### src/rtl/battle_controller_if.sv
// Bundle of all fight request, stat lookup and outcome signals between the
// interaction logic (master) and battle_controller (slave).
// Latency: n/a (wires only).  Backpressure: none; start is only honoured while idle.
// Ports: start/enemy_tile/player stats in, lookup_tile_id out, enemy_*_in lookup
//        results in, busy/done/result/hp/hit/round status out.
interface battle_controller_if;
  logic        start;
  logic [15:0] enemy_tile;
  logic [15:0] player_hp_in;
  logic [15:0] player_atk;
  logic [15:0] player_def;
  logic [15:0] lookup_tile_id;
  logic [15:0] enemy_atk_in;
  logic [15:0] enemy_def_in;
  logic [15:0] enemy_hp_in;
  logic        busy;
  logic        done;
  logic [1:0]  result;
  logic [15:0] player_hp_out;
  logic [15:0] enemy_hp_out;
  logic        hit_strobe;
  logic        hit_side;
  logic [7:0]  round_cnt;

  // Interaction logic side: issues fights and answers the stat lookups.
  modport master (
    output start, enemy_tile, player_hp_in, player_atk, player_def,
    output enemy_atk_in, enemy_def_in, enemy_hp_in,
    input  lookup_tile_id, busy, done, result, player_hp_out, enemy_hp_out,
    input  hit_strobe, hit_side, round_cnt
  );

  // Controller side.
  modport slave (
    input  start, enemy_tile, player_hp_in, player_atk, player_def,
    input  enemy_atk_in, enemy_def_in, enemy_hp_in,
    output lookup_tile_id, busy, done, result, player_hp_out, enemy_hp_out,
    output hit_strobe, hit_side, round_cnt
  );
endinterface

### src/rtl/battle_controller.sv
// Runs one player-vs-enemy fight: latch tile/stats, then paced alternating strikes.
// Latency: done 3 cycles after start when refused, else 3 + strikes*ROUND_CYCLES.
// Backpressure: start is ignored while busy (any state other than IDLE).
// Ports: clk, rst_n (async active-low), bus (battle_controller_if.slave).
module battle_controller #(
  parameter int ROUND_CYCLES = 1
) (
  input  logic                  clk,
  input  logic                  rst_n,
  battle_controller_if.slave    bus
);

  localparam int PW = (ROUND_CYCLES > 1) ? $clog2(ROUND_CYCLES) : 1;
  localparam logic [PW-1:0] PACE_LAST = PW'(ROUND_CYCLES - 1);

  localparam logic [1:0] RES_NONE    = 2'd0;
  localparam logic [1:0] RES_WIN     = 2'd1;
  localparam logic [1:0] RES_LOSE    = 2'd2;
  localparam logic [1:0] RES_REFUSED = 2'd3;

  typedef enum logic [2:0] {IDLE, LOAD, CHECK, P_HIT, E_HIT, DONE} state_t;

  state_t        state;
  logic [PW-1:0] pace;
  logic [15:0]   p_atk, p_def, e_atk, e_def;

  // Player damage is only used after CHECK proved p_atk > e_def, so it never wraps.
  logic [15:0] p_dmg, e_dmg;
  assign p_dmg = p_atk - e_def;
  assign e_dmg = (e_atk > p_def) ? (e_atk - p_def) : 16'd0;

  always_ff @(posedge clk or negedge rst_n) begin
    if (!rst_n) begin
      state              <= IDLE;
      pace               <= '0;
      p_atk              <= '0;
      p_def              <= '0;
      e_atk              <= '0;
      e_def              <= '0;
      bus.lookup_tile_id <= '0;
      bus.busy           <= 1'b0;
      bus.done           <= 1'b0;
      bus.result         <= RES_NONE;
      bus.player_hp_out  <= '0;
      bus.enemy_hp_out   <= '0;
      bus.hit_strobe     <= 1'b0;
      bus.hit_side       <= 1'b0;
      bus.round_cnt      <= '0;
    end else begin
      bus.done       <= 1'b0;
      bus.hit_strobe <= 1'b0;
      case (state)
        IDLE: begin
          if (bus.start) begin
            bus.lookup_tile_id <= bus.enemy_tile;
            bus.player_hp_out  <= bus.player_hp_in;
            p_atk              <= bus.player_atk;
            p_def              <= bus.player_def;
            bus.result         <= RES_NONE;
            bus.round_cnt      <= '0;
            pace               <= '0;
            bus.busy           <= 1'b1;
            state              <= LOAD;
          end
        end
        LOAD: begin
          // Lookups have had a full cycle to settle on the latched tile id.
          e_atk            <= bus.enemy_atk_in;
          e_def            <= bus.enemy_def_in;
          bus.enemy_hp_out <= bus.enemy_hp_in;
          pace             <= '0;
          state            <= CHECK;
        end
        CHECK: begin
          pace <= '0;
          if (p_atk <= e_def) begin
            bus.result <= RES_REFUSED;
            bus.done   <= 1'b1;
            state      <= DONE;
          end else begin
            state <= P_HIT;
          end
        end
        P_HIT: begin
          if (pace == PACE_LAST) begin
            pace           <= '0;
            bus.hit_strobe <= 1'b1;
            bus.hit_side   <= 1'b0;
            if (bus.round_cnt != 8'hFF) bus.round_cnt <= bus.round_cnt + 8'd1;
            if (p_dmg >= bus.enemy_hp_out) begin
              bus.enemy_hp_out <= '0;
              bus.result       <= RES_WIN;
              bus.done         <= 1'b1;
              state            <= DONE;
            end else begin
              bus.enemy_hp_out <= bus.enemy_hp_out - p_dmg;
              state            <= E_HIT;
            end
          end else begin
            pace <= pace + 1'b1;
          end
        end
        E_HIT: begin
          if (pace == PACE_LAST) begin
            pace           <= '0;
            bus.hit_strobe <= 1'b1;
            bus.hit_side   <= 1'b1;
            // A zero-damage strike never kills, even a player already at 0 hp.
            if ((e_dmg != 16'd0) && (e_dmg >= bus.player_hp_out)) begin
              bus.player_hp_out <= '0;
              bus.result        <= RES_LOSE;
              bus.done          <= 1'b1;
              state             <= DONE;
            end else begin
              bus.player_hp_out <= bus.player_hp_out - e_dmg;
              state             <= P_HIT;
            end
          end else begin
            pace <= pace + 1'b1;
          end
        end
        DONE: begin
          bus.busy <= 1'b0;
          pace     <= '0;
          state    <= IDLE;
        end
        default: state <= IDLE;
      endcase
    end
  end

endmodule

### src/flat_wrapper.sv
// flat-port wrapper written by rule: the top's interface ports become plain ports
module battle_controller_flat 
#(
  parameter int ROUND_CYCLES = 1
)
  (clk, rst_n, bus_start, bus_enemy_tile, bus_player_hp_in, bus_player_atk, bus_player_def, bus_enemy_atk_in, bus_enemy_def_in, bus_enemy_hp_in, bus_lookup_tile_id, bus_busy, bus_done, bus_result, bus_player_hp_out, bus_enemy_hp_out, bus_hit_strobe, bus_hit_side, bus_round_cnt);
  battle_controller_if bus_i ();
  input  logic clk;
  input  logic rst_n;
  input wire logic [$bits(bus_i.start)-1:0] bus_start;
  input wire logic [$bits(bus_i.enemy_tile)-1:0] bus_enemy_tile;
  input wire logic [$bits(bus_i.player_hp_in)-1:0] bus_player_hp_in;
  input wire logic [$bits(bus_i.player_atk)-1:0] bus_player_atk;
  input wire logic [$bits(bus_i.player_def)-1:0] bus_player_def;
  input wire logic [$bits(bus_i.enemy_atk_in)-1:0] bus_enemy_atk_in;
  input wire logic [$bits(bus_i.enemy_def_in)-1:0] bus_enemy_def_in;
  input wire logic [$bits(bus_i.enemy_hp_in)-1:0] bus_enemy_hp_in;
  output wire logic [$bits(bus_i.lookup_tile_id)-1:0] bus_lookup_tile_id;
  output wire logic [$bits(bus_i.busy)-1:0] bus_busy;
  output wire logic [$bits(bus_i.done)-1:0] bus_done;
  output wire logic [$bits(bus_i.result)-1:0] bus_result;
  output wire logic [$bits(bus_i.player_hp_out)-1:0] bus_player_hp_out;
  output wire logic [$bits(bus_i.enemy_hp_out)-1:0] bus_enemy_hp_out;
  output wire logic [$bits(bus_i.hit_strobe)-1:0] bus_hit_strobe;
  output wire logic [$bits(bus_i.hit_side)-1:0] bus_hit_side;
  output wire logic [$bits(bus_i.round_cnt)-1:0] bus_round_cnt;
  assign bus_i.start = bus_start;
  assign bus_i.enemy_tile = bus_enemy_tile;
  assign bus_i.player_hp_in = bus_player_hp_in;
  assign bus_i.player_atk = bus_player_atk;
  assign bus_i.player_def = bus_player_def;
  assign bus_i.enemy_atk_in = bus_enemy_atk_in;
  assign bus_i.enemy_def_in = bus_enemy_def_in;
  assign bus_i.enemy_hp_in = bus_enemy_hp_in;
  assign bus_lookup_tile_id = bus_i.lookup_tile_id;
  assign bus_busy = bus_i.busy;
  assign bus_done = bus_i.done;
  assign bus_result = bus_i.result;
  assign bus_player_hp_out = bus_i.player_hp_out;
  assign bus_enemy_hp_out = bus_i.enemy_hp_out;
  assign bus_hit_strobe = bus_i.hit_strobe;
  assign bus_hit_side = bus_i.hit_side;
  assign bus_round_cnt = bus_i.round_cnt;
  battle_controller #(.ROUND_CYCLES(ROUND_CYCLES)) u_core (.clk(clk), .rst_n(rst_n), .bus(bus_i));
endmodule
### config.mk
export PLATFORM = sky130hd
export DESIGN_NAME = battle_controller_flat
export DESIGN_NICKNAME = d
export VERILOG_FILES = /design/src/rtl/battle_controller_if.sv /design/src/rtl/battle_controller.sv /design/src/flat_wrapper.sv
export SDC_FILE = /design/constraint.sdc
export NUM_CORES = 1
export LEC_CHECK = 0
export ABC_AREA = 1
export CELL_PAD_IN_SITES_DETAIL_PLACEMENT = 0
export CELL_PAD_IN_SITES_GLOBAL_PLACEMENT = 1
export CORE_MARGIN = 3
export CORE_UTILIZATION = 38
export DETAILED_ROUTE_END_ITERATION = 10
export GPL_TIMING_DRIVEN = 0
export PLACE_DENSITY_LB_ADDON = 0.1
export SLEW_MARGIN = 20
export SYNTH_ARGS = -nofsm -noshare
export SYNTH_HDL_FRONTEND = slang
export SYNTH_SLANG_ARGS = --single-unit
### constraint.sdc
create_clock -name clk -period 5.4 [get_ports clk]
set_clock_uncertainty 0.2 [all_clocks]
set_input_delay 1.62 -clock clk [delete_from_list [all_inputs] [get_ports clk]]
set_output_delay 1.62 -clock clk [all_outputs]
set_load 0.01 [all_outputs]
==> results of run 1 <==
sequential cells by signal, indices dropped and copies added, names as in the netlist:
| name | count |
|---|---|
| u_core.bus.done | 1 |
| u_core.bus.hit_side | 1 |
| u_core.bus.busy | 1 |
| u_core.bus.round_cnt | 8 |
| u_core.bus.enemy_hp_out | 16 |
| u_core.bus.hit_strobe | 1 |
| u_core.e_def | 16 |
| u_core.p_def | 16 |
| u_core.bus.lookup_tile_id | 16 |
| u_core.p_atk | 16 |
| u_core.bus.player_hp_out | 16 |
| u_core.e_atk | 16 |
| u_core.state | 3 |
| u_core.bus.result | 2 |
layout by cell type, fill, tap and decap left out, drive strengths merged, types with 2 or more instances in the layout:
cell and count:
nand2 348, clkdlybuf4s50 175, inv 164, dfrtp 129, a21oi 106, nor2 72
ha 65, o21ai 62, nand3 61, clkbuf 37, xor2 22, xnor2 18
mux2 16, a21boi 16, nor3 12, nand4 9, buf 8, nand3b 7
clkinv 7, o211ai 6, a31oi 6, a21o 5, o21bai 5, fa 4
nor4 3, and2 2, and3 2, a211oi 2, a221oi 2, or2 2
a22oi 2, clkinvlp 2
area by class of cell:
cell class,count,area [sq um],share of cell area
Buffer,26,120.1,0.01043
Clock buffer,17,425.4,0.03695
Clock inverter,15,142.6,0.01239
Inverter,158,594.3,0.05162
Multi-Input combinational cell,860,4851,0.4214
Sequential cell,129,3228,0.2804
Tap cell,285,356.6,0.03097
Timing Repair Buffer,177,1794,0.1559
logic make-up (layout without fill, tap and decap cells):
family,Yosys count,in the layout,share of synthesized area
AND/OR/NAND/NOR,519,519,0.2528
AO/OA/AOI/OAI,216,216,0.1369
buffers and inverters,184,393,0.08124
flip-flops,129,129,0.3671
adder cells (fa/ha/maj),69,69,0.1016
XOR/XNOR,40,40,0.03984
multiplexers,16,16,0.02049
through the flow:
stage | cell area (sq um) | worst slack (ns)
2_1_floorplan | 8793 | 1.636
5_1_grt | 11510 | 0.2599
6_report | 11510 | 0.7643
3_3_place_gp | 10910 | -2.961
3_5_place_dp | 10940 | 0.7724
4_1_cts | 11510 | 0.7287
worst min path at each step:
stage,slack (ns),end,cells after the start,startpoint
after detailed placement,0.27,u_core.bus.lookup_tile_id[1],2,u_core.bus.lookup_tile_id[1]
after CTS,0.28,u_core.bus.result[0],2,u_core.bus.result[0]
after global placement,0.26,u_core.bus.result[0],2,u_core.bus.result[0]
after floorplan,0.25,u_core.p_atk[10],2,u_core.p_atk[10]
after global routing,0.30,u_core.bus.result[1],2,u_core.bus.result[1]
final,0.27,u_core.bus.result[0],2,u_core.bus.result[0]
routing by layer:
layer,vias up,part of all wire
li1,4216,-
met1,3738,0.44
met2,153,0.50
met3,30,0.041
met4,0,0.019
met5,-,0
worst max-delay path, cell delays in order, from the launching register on:
cell and delay (ns):
dfrtp_1 0.43, ha_1 0.20, inv_1 0.13, fa_1 0.28, nand3_1 0.09, nand3_1 0.16, nand2_1 0.09, nand2_1 0.09
nand2_1 0.09, nand2_2 0.13, nand2_1 0.09, nor2_1 0.18, ha_1 0.21, inv_1 0.06, fa_1 0.42, nand3_1 0.09
nand2_1 0.09, a21oi_1 0.31, o21ai_1 0.17, a21oi_1 0.24, o21bai_1 0.09, o21ai_0 0.17, nand2_4 0.15, buf_6 0.18
nand3_1 0.09, a21boi_1 0.07
==> results.md, run 1 <==
Outcome:
- The run finished with clean final reports.

Routing:
- For this run, design rule violations remaining after detail routing come to 0.
- The via total after detailed routing is between 8000 and 9000.
- Dividing the detail-routed wire length by the instance count gives ~15 um.
- The starting DRC count in detailed routing is 328.
- The post-detailed-route count of antenna-violating nets is 0.
- Using the TritonRoute via totals, the vias-per-cell ratio works out to roughly 4.9.
- The routed design has around 26000 um of wire.
- The detailed-router iteration count before antenna repair is 5.

GRT:
- For met3 alone, demand over resource in global routing was 0.03472.
- The number of antenna violations at the first check in global routing is 0.
- The global-route wire length before repair is 40990 um.
- For this run, global-route usage on met1 was measured as 0.2686.
- The total grt overflow is 0.
- In the global route stage, met2 resource usage came out at 0.3662.
- Across every metal layer, demand over resource in global routing totals 0.2096.
- Entering global routing, the biggest net connects 66 pins.
- The via count of the first global-routing pass is roughly 8000.
- The busiest metal layer after global routing is met2.

Timing:
- The count of endpoints failing hold in the final timing report came to 0.
- The minimum hold slack is about 0.27 ns.
- The achievable frequency is approximately 0.22 GHz.
- Setup repair after global routing left no endpoint under its margin.
- Setup violations remaining at the end of the flow were counted as 0.
- The routed design could run at a clock period as short as 4.636 ns.
- Dividing the final minimum period by the clock period gives 0.8585.
- For the pin with the worst max-slew slack, the measured transition is about 0.73 ns.
- Headroom to the max-slew limit came out at 0.5124.
- The max-slew violation total from the final report is 0.
- The sum of negative setup slack is 0 ns.

Place:
- The count of buffers inserted at the top-level ports is between 150 and 200.
- After legalization and detailed placement, the total HPWL measured slightly above 20000 um.
- The cell total after placement is approximately 1600.
- Routability-driven placement finished with a final weighted congestion of around 0.88.

Yosys:
- Counting every net in the synthesized netlist gives around 1400.
- The number of instances in the synthesized netlist is 1173.
- By area the synthesized netlist is led by dfrtp_1, nand2_1, ha_1, inv_1, a21oi_1.
- The most common cell in the synthesized netlist is nand2_1.
- In this run, distinct cell masters in the synthesized netlist total between 50 and 60.
- Synthesis inferred 129 register bits.
- The library cell occupying the most area in the post-synthesis netlist is dfrtp_1.
- The proportion of synthesized flip-flops having asynchronous set or reset is 1.000.
- The most used flip-flop cell after synthesis is dfrtp_1.
- Ranked by instance count, the synthesized netlist is headed by nand2_1, inv_1, dfrtp_1, a21oi_1, nor2_1.
- During synthesis, Yosys emitted a total of 0 warnings.
- A synthesized cell averages between 7 and 8 sq um.
- Of the synthesized area, sequential elements account for 0.3671.
- In this run, synthesis inferred 0 flip-flops with an integrated enable.
- The cell area after technology mapping is roughly 8800 sq um.
- The fraction of synthesized cell area taken by the top area cell type is 0.3671.

Finish:
- For this run, the share of the core covered by cells in the final layout is 0.5069.
- After the last flow step, the layout net total stands at 1553.
- The repair_antennas step left the layout with diodes totalling 0.
- In the final layout, the share of cells above drive strength 1 is 0.05933.
- From synthesis to final layout, the design area changed by 30.92%.
- After filler insertion, the fill cell instance count of the layout stands at ~2300.
- The final non-filler cell total is roughly 1700.

Critical path:
- The first element of the critical path is u_core.p_def[0].
- The startpoint class of the critical path is a flop.
- The reg-to-reg critical path startpoint is u_core.p_def[0].
- The worst register-to-register path has a depth of 25.
- The type of the worst setup path is flop to flop.
- The worst register-to-register path ends at u_core.bus.player_hp_out[2].
- Along the worst path, the maximum fanout reaches 10.
- Setup slack on the worst reg-to-reg path comes out at 0.76 ns.
- The arrival time of the worst setup path is 4.76 ns.
- Data on the critical path is required at its endpoint by about 5.5 ns.
- The element type at the critical path end is a flop.
- The end point of the critical path is u_core.bus.player_hp_out[2].

Floorplan:
- The total area inside the core boundary comes to 22710 sq um.
- Row generation in the floorplan step produced 55 rows.
- Measured along the y axis, the die boundary spans around 160 um.
- From left edge to right edge, the die measures 158.1 um.
- The number of ports placed on the die boundary is roughly 180.
- The die covers about 25000 sq um.
- The starting utilization of the core area is 0.3872.

Clocking:
- Gates resized during post-CTS repair numbered 0.
- The tree is rooted in a clkbuf_16.
- The number of clock buffers inserted by TritonCTS is 17.
- The number of setup buffers added after CTS is 0.
- TritonCTS built the clock tree.
- The CTS sink count is roughly 130.
- The clock slew seen by the registers of the worst setup and hold paths is 0.07 ns.
- At the later pin of the worst-skew pair, clock insertion delay measures about 0.43 ns.
- After clock tree synthesis, the flow added hold-fix buffers numbering 0.
- The H-tree generated during clock tree synthesis spans 4 levels.
- The number of buffers on the longest clock path is 2.

Min path:
- The path class of the tightest hold or removal check is flop to flop.

Job:
- Max-cap violations in this run came to 0.
Power of run 1 is not shown: default switching activity piles up to over one toggle a cycle in this logic, so the estimate is an artifact.
==> inputs of run 2 (changes only) <==
--- a/constraint.sdc
+++ b/constraint.sdc
@@ -4,2 +4,2 @@
 set_output_delay 1.62 -clock clk [all_outputs]
-set_load 0.01 [all_outputs]
+set_load 0.05 [all_outputs]
==> results of run 2 <==
Same layout as run 1: the final DEF is identical, and so are final timing and power.
Power of run 2 is left out for the same reason.
==> inputs of run 3 (changes only) <==
- CORE_MARGIN: 3 -> default
==> run 3 against run 2 <==
First-iteration DRC count rose by 25%. Hold slack got worse by 0.0010 ns. Non-clock buffer count did not move. Largest cell class unchanged.
==> results.md, run 3 (synthesized netlist as in run 1, its figures left out) <==
Finish:
- The commonest non-fill, non-tap cell in the layout is nand2_1.
- The share of cells above drive strength 1 is 0.05933.
- The number of nets in the layout is roughly 1600.
- From synthesis to final layout, the design area changed by 30.92%.
- 0 antenna diodes ended up in the layout.
- The top cell types in the final layout, fill and taps aside, are nand2_1, clkdlybuf4s50_1, inv_1.

Clocking:
- TritonCTS built the clock tree.
- Once the clock tree was built, the setup fixing pass inserted 0 buffers.
- The CTS sink count is 129.
- For the worst-skew pair, the clock arrives at the later sink with an insertion delay of 0.43 ns.
- The clock passes through at most 2 buffers.
- The number of resized instances in the post-cts repair step is 0.
- The root buffer cell chosen for the clock tree is clkbuf_16.
- The H-tree was split into 4 levels.
- Clock-pin slew was measured on the worst setup and hold paths at roughly 0.07 ns.
- The post-cts hold buffer count is 0.
- The number of clock buffers inserted by TritonCTS is 17.

Job:
- Max-cap violations in this run came to 0.

Place:
- At the end of routability-driven placement, the weighted congestion stood at ~0.92.
- In this run the tool buffered the top-level ports with ~180 buffer cells.
- Timing analysis after detailed placement gives a worst setup slack of between 0.7 and 0.8 ns.
- The placed wire-length estimate is approximately 20000 um.

Timing:
- The achievable frequency is between 0.2 and 0.25 GHz.
- The final-report setup violation count is 0.
- The final critical-path required period is roughly 4.6 ns.
- The max-slew violation total from the final report is 0.
- The transition at the pin with the smallest max-transition slack is 0.7542 ns.
- In this run the tightest slew margin relative to its limit is 0.4972.
- Of the available clock period, the critical path in the final layout requires 0.8585.
- The count of endpoints failing hold in the final timing report is 0.
- The final worst setup slack is roughly 0.76 ns.
- Setup repair after global routing left no endpoint under its margin.

Floorplan:
- Row generation in the floorplan step produced 55 rows.
- The die covers between 20000 and 25000 sq um.
- The area of the core region is about 23000 sq um.
- The starting utilization of the core area is 0.3884.
- The number of ports placed on the die boundary is approximately 180.
- In this run the vertical extent of the chip is approximately 150 um.
- The die is roughly 150 um wide.

Critical path:
- The slack of the worst reg-to-reg path is about 0.76 ns.
- The startpoint class of the critical path is a flop.
- The type of the worst setup path is flop to flop.
- STA puts the critical path data required time at between 5 and 6 ns.
- STA classifies the critical path endpoint as a flop.
- The arrival time of the worst setup path is 4.75 ns.
- Of all nets on the critical path, the largest fanout is 10.

GRT:
- In the global route stage, overall resource usage came out at 0.2197.
- The first global-routing pass estimated slightly above 40000 um of wire.
- The via count of the first global-routing pass was 8113.
- The pin count of the biggest net entering global routing is 83.
- The number of antenna violations at the first check in global routing is 0.
- The total grt overflow is 0.

Routing:
- The starting DRC count in detailed routing is approximately 400.
- In the routed layout, each cell is associated on average with a via count of 4.909.
- The via total after detailed routing is ~8000.
- The routed design has approximately 25000 um of wire.
- In the final routed layout, each cell accounts on average for 15.01 um.
- In this run the remaining antenna-violating nets after routing total 0.
- In the routed design, unresolved DRC markers number 0.
- The detailed-router iteration count before antenna repair is 5.

Outcome:
- The run finished with clean final reports.

Min path:
- The tightest min-delay check is of the flop to flop type.
## run 3: final timing paths
check / start / to / depth (start not counted)
worst max-delay path: u_core.p_def[0] / u_core.bus.player_hp_out[2] / 25
worst min-delay path: u_core.bus.result[1] / u_core.bus.result[1] / 2
worst max register to register: u_core.p_def[0] / u_core.bus.player_hp_out[2] / 25
worst min register to register: u_core.bus.result[1] / u_core.bus.result[1] / 2
max in group asynchronous: rst_n / u_core.bus.round_cnt[3] / 2
min in group asynchronous: rst_n / u_core.bus.enemy_hp_out[8] / 1
## run 3: final cells by class
cell class	count	area [sq um]
fillers	2292	11130
multi-input cells	860	4851
flip-flops and latches	129	3228
repair buffers	177	1794
inverters	158	594.3
clock buffers	17	425.4
well taps	285	356.6
clock inverters	15	142.6
plain buffers	26	120.1
## run 3: worst max-delay path, cell delays in order, from the launching register on
cell	delay (ns)
dfrtp_1	0.41
ha_1	0.19
inv_1	0.15
fa_1	0.30
nand3_1	0.10
nand3_1	0.17
nand2_1	0.09
nand2_1	0.08
nand2_1	0.09
nand2_2	0.12
nand2_1	0.09
nor2_1	0.20
ha_1	0.22
inv_1	0.06
fa_1	0.42
nand3_1	0.09
nand2_1	0.09
a21oi_1	0.30
o21ai_1	0.17
a21oi_1	0.25
o21bai_1	0.08
o21ai_0	0.17
nand2_4	0.15
buf_6	0.18
nand3_1	0.09
a21boi_1	0.06
## run 3: through the flow
step / TNS [ns] / hold WS, ns / instances / util / area (sq um)
5_1_grt: 0 / 0.2936 / 1667 / 0.5085 / 11510
4_1_cts: 0 / 0.2777 / 1667 / 0.5085 / 11510
2_1_floorplan: 0 / 0.2528 / 1173 / - / 8793
6_report: 0 / 0.2712 / 1667 / 0.5085 / 11510
3_5_place_dp: 0 / 0.2624 / 1635 / 0.4834 / 10940
3_3_place_gp: -383.01 / 0.2581 / 1634 / 0.4820 / 10910
## run 3: per-layer routing
metal / GRT usage / part of all wire
met1: 0.2676 / 0.44
met2: 0.4015 / 0.51
met5: 0 / 0
met3: 0.03129 / 0.033
met4: 0.06048 / 0.016
Power of run 3 is left out for the same reason.
